**src/rtl/alu_dmem_pkg.sv**
```systemverilog
// alu_dmem_pkg: shared ALU op encodings, op field type and datapath width
package alu_dmem_pkg;
    localparam int DATA_W = 32;
    typedef logic [3:0] alu_op_t;
    localparam alu_op_t ALU_AND = 4'b0000;
    localparam alu_op_t ALU_OR  = 4'b0001;
    localparam alu_op_t ALU_ADD = 4'b0010;
    localparam alu_op_t ALU_SUB = 4'b0110;
    localparam alu_op_t ALU_SLT = 4'b0111;
    localparam alu_op_t ALU_NOR = 4'b1100;
endpackage

```
**src/rtl/add32_cla.sv**
```systemverilog
// add32_cla: 32-bit adder from eight 4-bit carry-lookahead groups
module add32_cla (
    input  logic [31:0] a,
    input  logic [31:0] b,
    input  logic        cin,
    output logic [31:0] sum,
    output logic        cout
);
    logic [31:0] p, g;
    logic [7:0]  grp_p, grp_g;
    logic [8:0]  gc;
    assign p = a ^ b;
    assign g = a & b;
    for (genvar i = 0; i < 8; i++) begin : grp
        logic [3:0] gp, gg;
        logic [3:0] c;
        assign gp = p[4*i +: 4];
        assign gg = g[4*i +: 4];
        assign c[0] = gc[i];
        assign c[1] = gg[0] | (gp[0] & gc[i]);
        assign c[2] = gg[1] | (gp[1] & gg[0]) | (gp[1] & gp[0] & gc[i]);
        assign c[3] = gg[2] | (gp[2] & gg[1]) | (gp[2] & gp[1] & gg[0]) | (gp[2] & gp[1] & gp[0] & gc[i]);
        assign grp_g[i] = gg[3] | (gp[3] & gg[2]) | (gp[3] & gp[2] & gg[1]) | (gp[3] & gp[2] & gp[1] & gg[0]);
        assign grp_p[i] = &gp;
        assign sum[4*i +: 4] = gp ^ c;
    end
    // group carries from group generate/propagate, independent of in-group carries
    always_comb begin
        gc[0] = cin;
        for (int k = 0; k < 8; k++) gc[k+1] = grp_g[k] | (grp_p[k] & gc[k]);
    end
    assign cout = gc[8];
endmodule

```
**src/rtl/alu_dmem_stage.sv**
```systemverilog
// alu_dmem_stage: 32-bit ALU feeding a word-organised data memory; ALU_OVERFLOW_EN adds an ovf port
module alu_dmem_stage #(
    parameter int DATA_W    = 32,
    parameter int RAM_DEPTH = 256
) (
    input  logic              clk,
    input  logic              rst,
    input  logic [DATA_W-1:0] a,
    input  logic [DATA_W-1:0] b,
    input  logic [3:0]        alu_ctr,
    output logic [DATA_W-1:0] y,
    output logic              zero,
    output logic              cout,
    input  logic              cs_ram,
    input  logic              we,
    input  logic              oe,
    input  logic [DATA_W-1:0] d_in,
    output logic [DATA_W-1:0] d_out
`ifdef ALU_OVERFLOW_EN
    ,
    output logic              ovf
`endif
);
    import alu_dmem_pkg::*;
    localparam int AW    = $clog2(RAM_DEPTH);
    localparam int WORDS = RAM_DEPTH / 4;
    logic              sub, arith, carry, ovf_i;
    logic [DATA_W-1:0] bb, sum;
    logic [AW-3:0]     idx;
    logic [DATA_W-1:0] mem [WORDS];
    assign sub   = (alu_ctr == ALU_SUB) || (alu_ctr == ALU_SLT);
    assign arith = sub || (alu_ctr == ALU_ADD);
    assign bb    = sub ? ~b : b;
    add32_cla u_add (.a(a), .b(bb), .cin(sub), .sum(sum), .cout(carry));
    assign ovf_i = (a[DATA_W-1] == bb[DATA_W-1]) && (sum[DATA_W-1] != a[DATA_W-1]);
    // result select; unknown op codes give zero
    always_comb begin
        y = (alu_ctr == ALU_AND) ? (a & b) :
            (alu_ctr == ALU_OR)  ? (a | b) :
            (alu_ctr == ALU_ADD || alu_ctr == ALU_SUB) ? sum :
            (alu_ctr == ALU_SLT) ? {{(DATA_W-1){1'b0}}, sum[DATA_W-1] ^ ovf_i} :
            (alu_ctr == ALU_NOR) ? ~(a | b) : '0;
    end
    assign zero = (y == '0);
    assign cout = arith & carry;
`ifdef ALU_OVERFLOW_EN
    assign ovf = arith & ovf_i;
`endif
    assign idx = y[AW-1:2];
    // word writes on the clock; reset wipes the whole array
    always_ff @(posedge clk or posedge rst) begin
        if (rst) for (int k = 0; k < WORDS; k++) mem[k] <= '0;
        else if (cs_ram && we) mem[idx] <= d_in;
    end
    assign d_out = (cs_ram && oe && !we && !rst) ? mem[idx] : '0;
endmodule

```
**config.mk**
```make
export PLATFORM = sky130hd
export DESIGN_NAME = alu_dmem_stage
export DESIGN_NICKNAME = d
export VERILOG_FILES = /design/src/rtl/alu_dmem_pkg.sv /design/src/rtl/add32_cla.sv /design/src/rtl/alu_dmem_stage.sv
export SDC_FILE = /design/constraint.sdc
export NUM_CORES = 2
export LEC_CHECK = 0
export CAP_MARGIN = 20
export CORE_AREA = 4 4 427 429
export CTS_CLUSTER_SIZE = 10
export DETAILED_ROUTE_END_ITERATION = 8
export DIE_AREA = 0 0 431 433
export HOLD_SLACK_MARGIN = 0.12
export PLACE_DENSITY = 0.78
export SLEW_MARGIN = 20
export SYNTH_ARGS = -nofsm -noshare
export SYNTH_HDL_FRONTEND = slang
export SYNTH_SLANG_ARGS = --single-unit
```
**constraint.sdc**
```tcl
create_clock -name clk -period 75.6 [get_ports clk]
set_input_delay 15.12 -clock clk [delete_from_list [all_inputs] [get_ports clk]]
set_output_delay 15.12 -clock clk [all_outputs]
set_load 0.05 [all_outputs]
```
# Word level (Yosys, flattened, before mapping)

Cells that the tools add are included.
W data, S select, Z words.

Register bits: 2048
Latch bits: 0
Bits in writable memories: 0
Memory bits (read-only): 0
Input bits: 105
Logic and storage cells: 324
Memories: 0

Add/sub/neg operators: 0
$mul: 0
Div/mod/pow operators: 0
Magnitude comparators: 2
Eq/ne operators: 7
Shifts and indexed selects: 0
Mux-type cells: 13
Bitwise logic cells: 217
Reduce and logical (&&, ||, !) cells: 21

Operator list:

| kind                 | count |
|---|---|
| $bwmux W2048         | 1 |
| $mux W32             | 10 |
| $bmux W32 S6         | 1 |
| $demux W32 S6        | 1 |
| $and A1 B1 Y1        | 121 |
| $or A1 B1 Y1         | 80 |
| $and A32 B32 Y32     | 2 |
| $not A32 Y32         | 2 |
| $logic_not A32 Y1    | 1 |
| $or A32 B32 Y32      | 1 |
| $reduce_and A4 Y1    | 8 |
| $xor A32 B32 Y32     | 1 |
| $xor A4 B4 Y4        | 8 |
| $eq A4 B3 Y1 const B | 2 |
| $ge A7 B7 Y1 const B | 1 |
| $lt A7 B1 Y1 const B | 1 |
| $not A6 Y7           | 1 |
| $logic_and A1 B1 Y1  | 6 |
| $eq A4 B1 Y1 const B | 1 |
| $eq A4 B2 Y1 const B | 1 |
| $eq A4 B4 Y1 const B | 1 |
| $logic_not A4 Y1     | 1 |
| $logic_or A1 B1 Y1   | 3 |
| $logic_not A1 Y1     | 2 |
| 3 further kinds      | 3 |

# Longest topological paths before layout

Depth after elaboration: 37
Mapped depth: 22
Mapped depth without buffers: 19

# Cells and area by module

Synthesis repeated with hierarchy kept, for this count alone.

Cell total of the unflattened synthesis: 7618
Area total of the unflattened synthesis: 94633.3 µm²

By module, submodules not included:

| module         | times used | cells an instance | area each (µm²) |
|---|---|---|---|
| alu_dmem_stage | 1          | 7447              | 93228.2 |
| add32_cla      | 1          | 171               | 1405.1 |

# Least setup slack after synthesis

Ideal clock, no wire load.

Path type: in2out
Start point: input rst
End point: output d_out[24]
Arrival time: 61.730 ns
Data required time: 60.480 ns
Setup slack: -1.250 ns
Cell stages on the path: 4
Cell sequence: inv_1 nand4b_1 or4_1 nor4_1

Word-level cells in the longest chain between the ends: 3

RTL lines:

| element             | RTL line             | source |
|---|---|---|
| start: declaration  | alu_dmem_stage.sv:7  | `input logic rst,` |
| $logic_not A1 Y1    | alu_dmem_stage.sv:55 | `assign d_out = (cs_ram && oe && !we && !rst) ? mem[idx] : '0;` |
| $logic_and A1 B1 Y1 | alu_dmem_stage.sv:55 |  |
| $mux W32            | alu_dmem_stage.sv:55 |  |
| end: declaration    | alu_dmem_stage.sv:18 | `output logic [DATA_W-1:0] d_out` |

Every way passes these cells.

# Worst setup path in the final report

Start point: input alu_ctr[1]
End point: output d_out[26]

Word-level cells in the longest chain between the ends: 20
Elaborated cells on any way between the ends: 62
Classes of those cells: eq/ne: 5; mux: 10; bitwise: 43; reduce/logical: 4

RTL lines:

| element                                                     | RTL line                                                         | source |
|---|---|---|
| start: declaration                                          | alu_dmem_stage.sv:10                                             | `input logic [3:0] alu_ctr,` |
| $eq A4 B3 Y1 (on tied branches)                             | alu_dmem_stage.sv:31, alu_dmem_stage.sv:40, alu_dmem_stage.sv:41 |  |
| $logic_or A1 B1 Y1                                          | alu_dmem_stage.sv:31                                             | `assign sub = (alu_ctr == ALU_SUB) \|\| (alu_ctr == ALU_SLT);` |
| $mux W32                                                    | alu_dmem_stage.sv:33                                             | `assign bb = sub ? ~b : b;` |
| $xor A32 B32 Y32 or $and A32 B32 Y32 (tied branches)        | add32_cla.sv:12, add32_cla.sv:13                                 |  |
| $and A1 B1 Y1                                               | add32_cla.sv:23                                                  | `assign grp_g[i] = gg[3] \| (gp[3] & gg[2]) \| (gp[3] & gp[2] & gg[1]) \| (gp[3] & gp[2] & gp[1] & gg[0]);` |
| $or A1 B1 Y1 or $and A1 B1 Y1 (tied branches) (2 in series) | add32_cla.sv:23                                                  |  |
| $or A1 B1 Y1                                                | add32_cla.sv:23                                                  |  |
| $or A1 B1 Y1                                                | add32_cla.sv:30                                                  | `for (int k = 0; k < 8; k++) gc[k+1] = grp_g[k] \| (grp_p[k] & gc[k]);` |
| [2 not listed]                                              | --                                                               |  |
| $xor A4 B4 Y4                                               | add32_cla.sv:25                                                  | `assign sum[4*i +: 4] = gp ^ c;` |
| $mux W32                                                    | alu_dmem_stage.sv:40                                             | `(alu_ctr == ALU_ADD \|\| alu_ctr == ALU_SUB) ? sum :` |
| $mux W32                                                    | alu_dmem_stage.sv:39                                             | `(alu_ctr == ALU_OR) ? (a \| b) :` |
| $mux W32 (*)                                                | alu_dmem_stage.sv:38                                             | `y = (alu_ctr == ALU_AND) ? (a & b) :` |
| $not A6 Y7 (implied by the code) (*)                        | alu_dmem_stage.sv:55                                             |  |
| $bmux W32 S6 (*)                                            | alu_dmem_stage.sv:55                                             |  |
| $mux W32 (implied by the code) (*) (2 in series)            | alu_dmem_stage.sv:55                                             |  |
| $mux W32 (*)                                                | alu_dmem_stage.sv:55                                             |  |

Mark *: on every way between the ends. The rest lies on a longest branch, timed or not. The select of a mux whose other input is x is not followed.

==> out/metrics.cfg <==
[floorplanning]
die_area_sq_mm = 0.187
die_w_um = 431
initial_core_util_pct = 54.7
core_sq_mm = 0.178
fp.dieH_um = 433
ioPinCount = 171
num_rows = 155

[critical_path]
criticalPathCategory = in2out
path_max_fanout = 54
worstSetupEndpointType = output port
crit_required_ps = 60480
start_kind = input pin
critPathArrivalTime_ps = 24070

[final_layout]
instances_no_fill = 10832
largest_register = mem
fin_nets = 8579
final_util_pct = 59.8
multi_input_area_sq_mm = 0.0431
largest_reg_flops = 2048
seq_area_sq_mm = 0.0512
n_fill_cell = 13659
drive_gt1_share_pct = 30.2
area_growth_pct = 9.24
top_regs = mem (2048)

[sta]
setup_viol = 0
fmax_mhz = 25.5
maxSlewViolCount = 0
period_share_pct = 51.8
fin_setup_tns_ps = 0
rsz0062_at_grt = no
tightest_slew_ps = 1230
finClkSkew_ps = 0
setup_ws_ps = 36410
period_minus_slack_ps = 39190
hold_viol_final = 0
maxSlewHeadroom_pct = 17.2

[global_route]
grt_overflow = 0
grt_max_degree = 183
grt_pass1_vias = 73558
grt_usage_pct = 35.5
grt_pass1_wl_um = 492000
antenna_found_initial = 20

[place]
place.port_buffers = 170
dp.cells = 10557
place_ws_ps = 36730
hpwl_um = 195000
place_congestion = 0.912

[clocking]
clockBufferDepth = 3
cts_root_buf = clkbuf_16
clock_latency_ps = 880
post_cts_buffers = 0
cts.sinks = 2048
postCtsHoldBufs = 0
tritoncts = built
htreeDepth = 4
numCtsBuffers = 224
cts.clk_slew.worst_paths_ps = 50
cts_resized = 0

[logic_synthesis]
ys_types = 83
syn-num-nets = 8805
netlist.area_leader.share_pct = 52.5
async_flop_share_pct = 100
synth-seq-cells = 2048
yosys_most_used_dff = dfrtp_1
syn_area_sq_mm = 0.0976
yosysMostFrequentCell = dfrtp_1
synth.top_cells.by_count = dfrtp_1, mux2_2, nand2_1
avgSynthCellArea_sq_um = 11.3
seq_area_frac_synth_pct = 52.5
yosysWarnings = 0
synth_top_area_cell = dfrtp_1
synth_area_leaders = dfrtp_1, mux2_2, nand2_1
synth_edf_count = 0
netlist_instances = 8659

[drt]
viasPerCell = 6.86
avgRoutedWirePerCell_um = 31.0
vias = 74295
first_iter_violations = 10287
detail-route-antenna-nets = 0
drtPass1Iterations = 8
wirelength_um = 336000
drc = 0

[power_and_ir_drop]
p_switching_uw = 713
comb_power_share_pct = 15.1
powerDensity_mw_per_mm2 = 24.2
power_uw = 2580
p_leak_uw = 0.0503
intPower_uw = 1870
peakVddDrop_uv = 30.0
swShare_pct = 27.7
clkPwrFrac_pct = 36.9
pwr-share-seq_pct = 48.0

[outcome]
outcome = completed

[run]
drv_cap = 0

[min_path]
holdCritPathClass = reg2reg

==> stage by stage <==
stage               hold slack (ps)  instance area [sq um]
finish                          485                 107000
global route                    491                 107000
CTS                             487                 106000
detailed placement              475                 100000
global placement                462                 100000
floorplan                       452                  97600
==> worst paths after layout <==
kind                                      start                     to  slack [ps]  cells past startpoint
max                                  alu_ctr[1]              d_out[26]       36410                     19
min                        mem[504]$_DFFE_PP0P_   mem[504]$_DFFE_PP0P_         480                      1
max reg2reg                mem[499]$_DFFE_PP0P_   mem[499]$_DFFE_PP0P_       74770                      1
min reg2reg                mem[504]$_DFFE_PP0P_   mem[504]$_DFFE_PP0P_         480                      1
max in group asynchronous                   rst  mem[1317]$_DFFE_PP0P_       56020                      7
min in group asynchronous                   rst  mem[1450]$_DFFE_PP0P_       14730                      2
==> layout make-up <==
class | instances | share of cell area (%)
Clock buffer | 237 | 5.36
Inverter | 28 | 0.121
Timing Repair Buffer | 357 | 3.05
Multi-Input combinational cell | 5774 | 40.4
Antenna cell | 19 | 0.0446
Sequential cell | 2048 | 48.1
Clock inverter | 14 | 0.154
Tap cell | 2355 | 2.76
==> cell usage in the layout (no fill, tap or decap), drive strengths merged, types with 58 or more instances in the layout <==
cell type / count
nor2: 114
and3: 121
a32oi: 158
mux2i: 87
o21ai: 58
dfrtp: 2048
mux2: 2048
nor3: 74
buf: 219
nand3: 322
clkdlybuf4s50: 138
a21oi: 433
clkbuf: 237
o22ai: 130
nand2: 1717
a31oi: 98
==> cells by family after synthesis <==
kind of cell    Yosys count  share of synthesized area [%]
mux                    2147                           24.8
xor+xnor                 46                          0.413
fa+ha+maj                59                          0.764
simple gates           2479                           10.9
flops                  2048                           52.5
compound gates         1043                           6.89
buf+inv                 837                           3.74
==> critical path, cell delays in order <==
cell and delay (ps):
clkdlybuf4s50_1 910, nand3b_1 500, xnor2_1 300, ha_1 310, a21oi_1 390, o21ai_0 260
fa_1 500, a31oi_1 140, o32a_2 560, buf_4 760, inv_8 330, buf_4 450
nand2_2 220, buf_4 510, a21oi_1 70, or4_1 530, nor4_1 770, and3_1 450
clkdlybuf4s50_1 860
==> per-layer routing <==
| metal | GRT usage (%) | part of all wire [%] |
|---|---|---|
| met3 | 12.9 | 13 |
| met2 | 51.0 | 43 |
| met4 | 26.5 | 8.7 |
| met5 | 0.156 | 0.068 |
| met1 | 43.9 | 35 |
==> power by group through the flow <==
stage / sequential (uW) / combinational [uW] / clock [uW]
CTS: 1240 / 380 / 952
finish: 1240 / 390 / 951
floorplan: 1250 / 270 / 0
global route: 1250 / 416 / 998
global placement: 1250 / 366 / 0
detailed placement: 1260 / 377 / 0
(Power assumes the default switching activity.)
